===== src/rtl/axi_stream_read_fifo_pkg.sv =====
// Shared defaults and helpers for the AXI-Stream receive FIFO.
// The writer and this reader both take their bus width from here.
package axi_stream_read_fifo_pkg;

  localparam int unsigned AXIS_BUS_WIDTH  = 16;
  localparam int unsigned AXIS_FIFO_DEPTH = 4;

  typedef enum logic [1:0] {
    FIFO_IDLE = 2'b00,
    FIFO_PUSH = 2'b01,
    FIFO_POP  = 2'b10,
    FIFO_BOTH = 2'b11
  } fifo_op_e;

  // Classify one cycle's traffic for the occupancy update.
  function automatic fifo_op_e fifo_op(input logic push, input logic pop);
    return fifo_op_e'({pop, push});
  endfunction

endpackage


===== src/rtl/axi_stream_read_fifo_fifo.sv =====
// First-word-fall-through FIFO: storage, wrapping pointers and occupancy count.
// Full and empty come from the count, so the pointers can wrap freely.
module axi_stream_read_fifo_fifo
  import axi_stream_read_fifo_pkg::*;
#(
  parameter int unsigned WIDTH = AXIS_BUS_WIDTH,
  parameter int unsigned DEPTH = AXIS_FIFO_DEPTH
) (
  input  logic                     clk,
  input  logic                     rst_n,
  input  logic                     push_req,
  input  logic                     pop_req,
  input  logic [WIDTH-1:0]         wdata,
  output logic [WIDTH-1:0]         rdata,
  output logic                     valid,
  output logic [$clog2(DEPTH):0]   count,
  output logic                     full
);

  localparam int unsigned ADDR_WIDTH = $clog2(DEPTH);
  localparam int unsigned CNT_WIDTH  = ADDR_WIDTH + 1;

  logic [WIDTH-1:0]      mem_q [DEPTH];
  logic [ADDR_WIDTH-1:0] wr_ptr_q, wr_ptr_d;
  logic [ADDR_WIDTH-1:0] rd_ptr_q, rd_ptr_d;
  logic [CNT_WIDTH-1:0]  count_q, count_d;
  logic                  push_s;
  logic                  pop_s;
  logic                  empty_s;
  logic                  full_s;

  assign empty_s = (count_q == CNT_WIDTH'(0));
  assign full_s  = (count_q == CNT_WIDTH'(DEPTH));
  // A push into a full buffer or a pop from an empty one is dropped here too.
  assign push_s  = push_req & ~full_s;
  assign pop_s   = pop_req & ~empty_s;

  // Next-state for pointers and occupancy.
  always_comb begin
    wr_ptr_d = wr_ptr_q;
    rd_ptr_d = rd_ptr_q;
    count_d  = count_q;
    if (push_s) begin
      wr_ptr_d = wr_ptr_q + ADDR_WIDTH'(1);
    end else begin
      wr_ptr_d = wr_ptr_q;
    end
    if (pop_s) begin
      rd_ptr_d = rd_ptr_q + ADDR_WIDTH'(1);
    end else begin
      rd_ptr_d = rd_ptr_q;
    end
    case (fifo_op(push_s, pop_s))
      FIFO_PUSH: count_d = count_q + CNT_WIDTH'(1);
      FIFO_POP:  count_d = count_q - CNT_WIDTH'(1);
      default:   count_d = count_q;
    endcase
  end

  // Pointer and count registers.
  always_ff @(posedge clk or negedge rst_n) begin
    if (!rst_n) begin
      wr_ptr_q <= '0;
      rd_ptr_q <= '0;
      count_q  <= '0;
    end else begin
      wr_ptr_q <= wr_ptr_d;
      rd_ptr_q <= rd_ptr_d;
      count_q  <= count_d;
    end
  end

  // Storage write port; contents need no reset because valid gates every read.
  always_ff @(posedge clk) begin
    if (push_s) begin
      mem_q[wr_ptr_q] <= wdata;
    end
  end

  assign valid = ~empty_s;
  assign rdata = empty_s ? '0 : mem_q[rd_ptr_q];
  assign count = count_q;
  assign full  = full_s;

endmodule


===== src/rtl/axi_stream_read_fifo.sv =====
// AXI-Stream slave receive stage: buffers beats and hands them to local logic FWFT.
// tready depends only on registered state and stays low until the first edge after reset.
module axi_stream_read_fifo
  import axi_stream_read_fifo_pkg::*;
#(
  parameter int unsigned BUS_WIDTH = AXIS_BUS_WIDTH,
  parameter int unsigned DEPTH     = AXIS_FIFO_DEPTH
) (
  input  logic                     i_clk,
  input  logic                     i_aresetn,
  input  logic                     i_tvalid,
  output logic                     o_tready,
  input  logic [BUS_WIDTH-1:0]     i_tdata,
  input  logic                     i_read_enable,
  output logic                     o_data_valid,
  output logic [BUS_WIDTH-1:0]     o_data,
  output logic [$clog2(DEPTH):0]   o_fill_count,
  output logic                     o_full
);

  logic ready_en_q, ready_en_d;
  logic push_s;
  logic pop_s;
  logic full_s;
  logic valid_s;

  assign ready_en_d = 1'b1;

  // Reset-release gate for tready.
  always_ff @(posedge i_clk or negedge i_aresetn) begin
    if (!i_aresetn) begin
      ready_en_q <= 1'b0;
    end else begin
      ready_en_q <= ready_en_d;
    end
  end

  assign o_tready = ready_en_q & ~full_s;
  assign push_s   = i_tvalid & o_tready;
  assign pop_s    = i_read_enable & valid_s;

  axi_stream_read_fifo_fifo #(
    .WIDTH (BUS_WIDTH),
    .DEPTH (DEPTH)
  ) u_fifo (
    .clk      (i_clk),
    .rst_n    (i_aresetn),
    .push_req (push_s),
    .pop_req  (pop_s),
    .wdata    (i_tdata),
    .rdata    (o_data),
    .valid    (valid_s),
    .count    (o_fill_count),
    .full     (full_s)
  );

  assign o_data_valid = valid_s;
  assign o_full       = full_s;

endmodule


===== config.mk =====
export PLATFORM = sky130hd
export DESIGN_NAME = axi_stream_read_fifo
export DESIGN_NICKNAME = d
export VERILOG_FILES = /design/src/rtl/axi_stream_read_fifo_pkg.sv /design/src/rtl/axi_stream_read_fifo_fifo.sv /design/src/rtl/axi_stream_read_fifo.sv
export SDC_FILE = /design/constraint.sdc
export NUM_CORES = 1
export LEC_CHECK = 0
export BUFFER_PORTS_ARGS = -buffer_cell sky130_fd_sc_hd__clkbuf_2
export CORE_ASPECT_RATIO = 1.5
export CORE_UTILIZATION = 55
export DETAILED_ROUTE_END_ITERATION = 7
export PLACE_DENSITY = 0.73
export SYNTH_ARGS = -nofsm -noshare
export SYNTH_HDL_FRONTEND = slang
export SYNTH_SLANG_ARGS = --single-unit

===== constraint.sdc =====
create_clock -name i_clk -period 2.9 [get_ports i_clk]
set_clock_uncertainty 0.2 [all_clocks]
set_input_delay 0.58 -clock i_clk [delete_from_list [all_inputs] [get_ports i_clk]]
set_output_delay 0.58 -clock i_clk [all_outputs]
set_load 0.01 [all_outputs]

==> flow_summary.json <==
{
  "status": "complete, no violations",
  "hold_ws_ns": 0.251,
  "worstPathMaxFanout": 12,
  "synth.avg_cell_area_um2": 20.2,
  "placed_cells": 255,
  "htree_levels": 3,
  "die_w_um": 61.4,
  "antenna_found_initial": 0,
  "grt_setup_unrepaired": "false",
  "final_common_cell": "edfxtp_1",
  "hold_class": "in2reg",
  "synth_nets": 170,
  "final_cells": 272,
  "route.vias.total": 1433,
  "cap_violations": 0,
  "overflow": 0,
  "yosysWarnings": 0,
  "synthFlopType": "edfxtp_1",
  "start_kind": "flop",
  "worstHoldStart": "i_tdata[4]",
  "drt-total-wl_um": 4730,
  "cts_tree": "done",
  "ir_drop_mv": 0.485,
  "clk_latency_ns": 0.34,
  "max_freq_mhz": 386,
  "cts_sinks": 72,
  "post-route-period-util_pct": 89.2,
  "cp_slowest_stage_delay_ns": 0.59,
  "synth.distinct_cells": 23,
  "die_area_um2": 5600,
  "synth-edff-count": 64,
  "clk_pin_slew_ns": 0.08,
  "grt_use_total_pct": 20.1,
  "detail_route.wl_per_cell_um": 17.4,
  "critPathTopFamily": "multiplexers",
  "cpMaxStageDelayCell": "mux4_1",
  "worstHoldPathCells": 1,
  "crit_buf_inv": 2,
  "ys_async_sr_fraction_pct": 11.1,
  "via_per_inst": 5.27,
  "setup_viol": 0,
  "coreArea_um2": 5120,
  "critPathKind": "reg2out",
  "pin_count": 42,
  "grt_pass1_vias": 1519,
  "numPortBuffers": 41,
  "crit_arrival_ns": 1.81,
  "rr_worst_depth": 9,
  "cts_root_buffer": "clkbuf_8",
  "antenna_left": 0,
  "post-route-drc-count": 0,
  "synth.yosys.seq_area_share_pct": 72.9,
  "place.gp.congestion": 0.719,
  "grt_max_degree": 19,
  "die_h_um": 91.1,
  "path_depth": 4,
  "utilization_pct": 66.7,
  "syn_area_um2": 2910,
  "synthCells": 144,
  "grt_pass1_wl_um": 7370,
  "critPathRequiredTime_ns": 2.12,
  "fill_cells": 376,
  "leakage_nw": 1.28,
  "fin_nets": 225,
  "cts_buffers": 9,
  "hold_violations": 0,
  "fin_crit_ns": 2.59,
  "critPathLaunch": "u_fifo.rd_ptr_q[0]",
  "n_antenna_cell": 0,
  "area_growth_pct": 17.4,
  "synth-seq-cells": 72,
  "end_kind": "output port",
  "cts_buffer_depth": 2,
  "tns_ns": 0,
  "drt_iter0_markers": 51,
  "path_cells": "buf_4, mux4_1, and2_1, clkbuf_2",
  "r2r_start": "u_fifo.count[0]",
  "power_density_nw_per_um2": 943,
  "firstDrtPassIters": 4,
  "slew_viol_final": 0,
  "start_util_pct": 56.8,
  "rows": 32,
  "drive_gt1_share_pct": 35.8,
  "mostFrequentLayoutCells": "edfxtp_1, clkbuf_2, and2_1",
  "dpl.hpwl_um": 3320
}
routing by layer:
metal	part of all wire [%]	track usage [%]
met1	37	22.2
met3	4.4	6.13
met2	56	32.1
met5	0	0
met4	2.3	13.5
report_power, final:
group	switching (mW)	leakage [nW]	internal, mW	total [mW]
sequential	0.0718	0.674	1.28	1.36
clock	0.363	0.0851	0.394	0.758
combinational	0.556	0.521	0.555	1.11
total	0.991	1.28	2.23	3.22
cell type report:
type	count	area, um2	share of cell area (%)
Clock buffer	9	124	3.62
Clock inverter	7	72.6	2.12
Inverter	6	22.5	0.659
Multi-Input combinational cell	60	718	21.0
Sequential cell	72	2120	62.1
Tap cell	68	85.1	2.49
Timing Repair Buffer	50	275	8.05
cells by family (layout without fill, tap and decap cells):
logic type,after synthesis,in the layout,share of synthesized area [%]
adders and majority gates,6,6,2.84
DFF,72,72,72.9
xor gates and xnor gates,6,6,1.80
AOI/OAI and AO/OA,1,1,0.172
and+or+nand+nor,29,29,5.93
buffers and inverters,12,72,2.49
muxes,17,17,13.8
other,1,1,0.129
through the flow:
stage | worst slack [ns] | power [mW] | area, um2
after CTS | 0.279 | 3.27 | 3420
after detailed placement | 0.526 | 2.51 | 3210
final | 0.312 | 3.22 | 3420
after global routing | 0.231 | 3.41 | 3420
after global placement | 0.655 | 2.45 | 3210
after floorplan | 0.501 | 2.14 | 2910
cell usage after synthesis (all sizes together) (2+ instances only):
master | instances | area share [%]
xnor2 | 3 | 0.90
nor2 | 2 | 0.26
xor2 | 3 | 0.90
mux4 | 16 | 13
dfrtp | 8 | 6.9
ha | 5 | 2.1
inv | 6 | 0.77
buf | 5 | 1.6
and2 | 21 | 4.5
edfxtp | 64 | 66
nand2 | 2 | 0.26
final timing paths:
kind,slack [ns],endpoint
min,0.25,u_fifo.mem_q[1][4]
min reg2reg,0.34,u_fifo.count[2]
min in group asynchronous,0.43,u_fifo.rd_ptr_q[0]
max,0.31,o_data[2]
max in group asynchronous,1.88,u_fifo.count[0]
max reg2reg,0.52,u_fifo.count[2]
registers in the layout, summed over array words and instances, names as in the netlist:
| signal | cells |
|---|---|
| ready_en_q | 1 |
| u_fifo.count | 3 |
| u_fifo.mem_q | 64 |
| u_fifo.rd_ptr_q | 2 |
| u_fifo.wr_ptr_q | 2 |
timing repair:
| action | 4_1_cts | 5_1_grt |
|---|---|---|
| gates resized for setup | 0 | 0 |
| setup buffers | 0 | 0 |
| hold buffers | 1 | 0 |
| endpoints found under the hold margin | 8 | 0 |
Note: power is estimated with default switching activity, not from simulation.
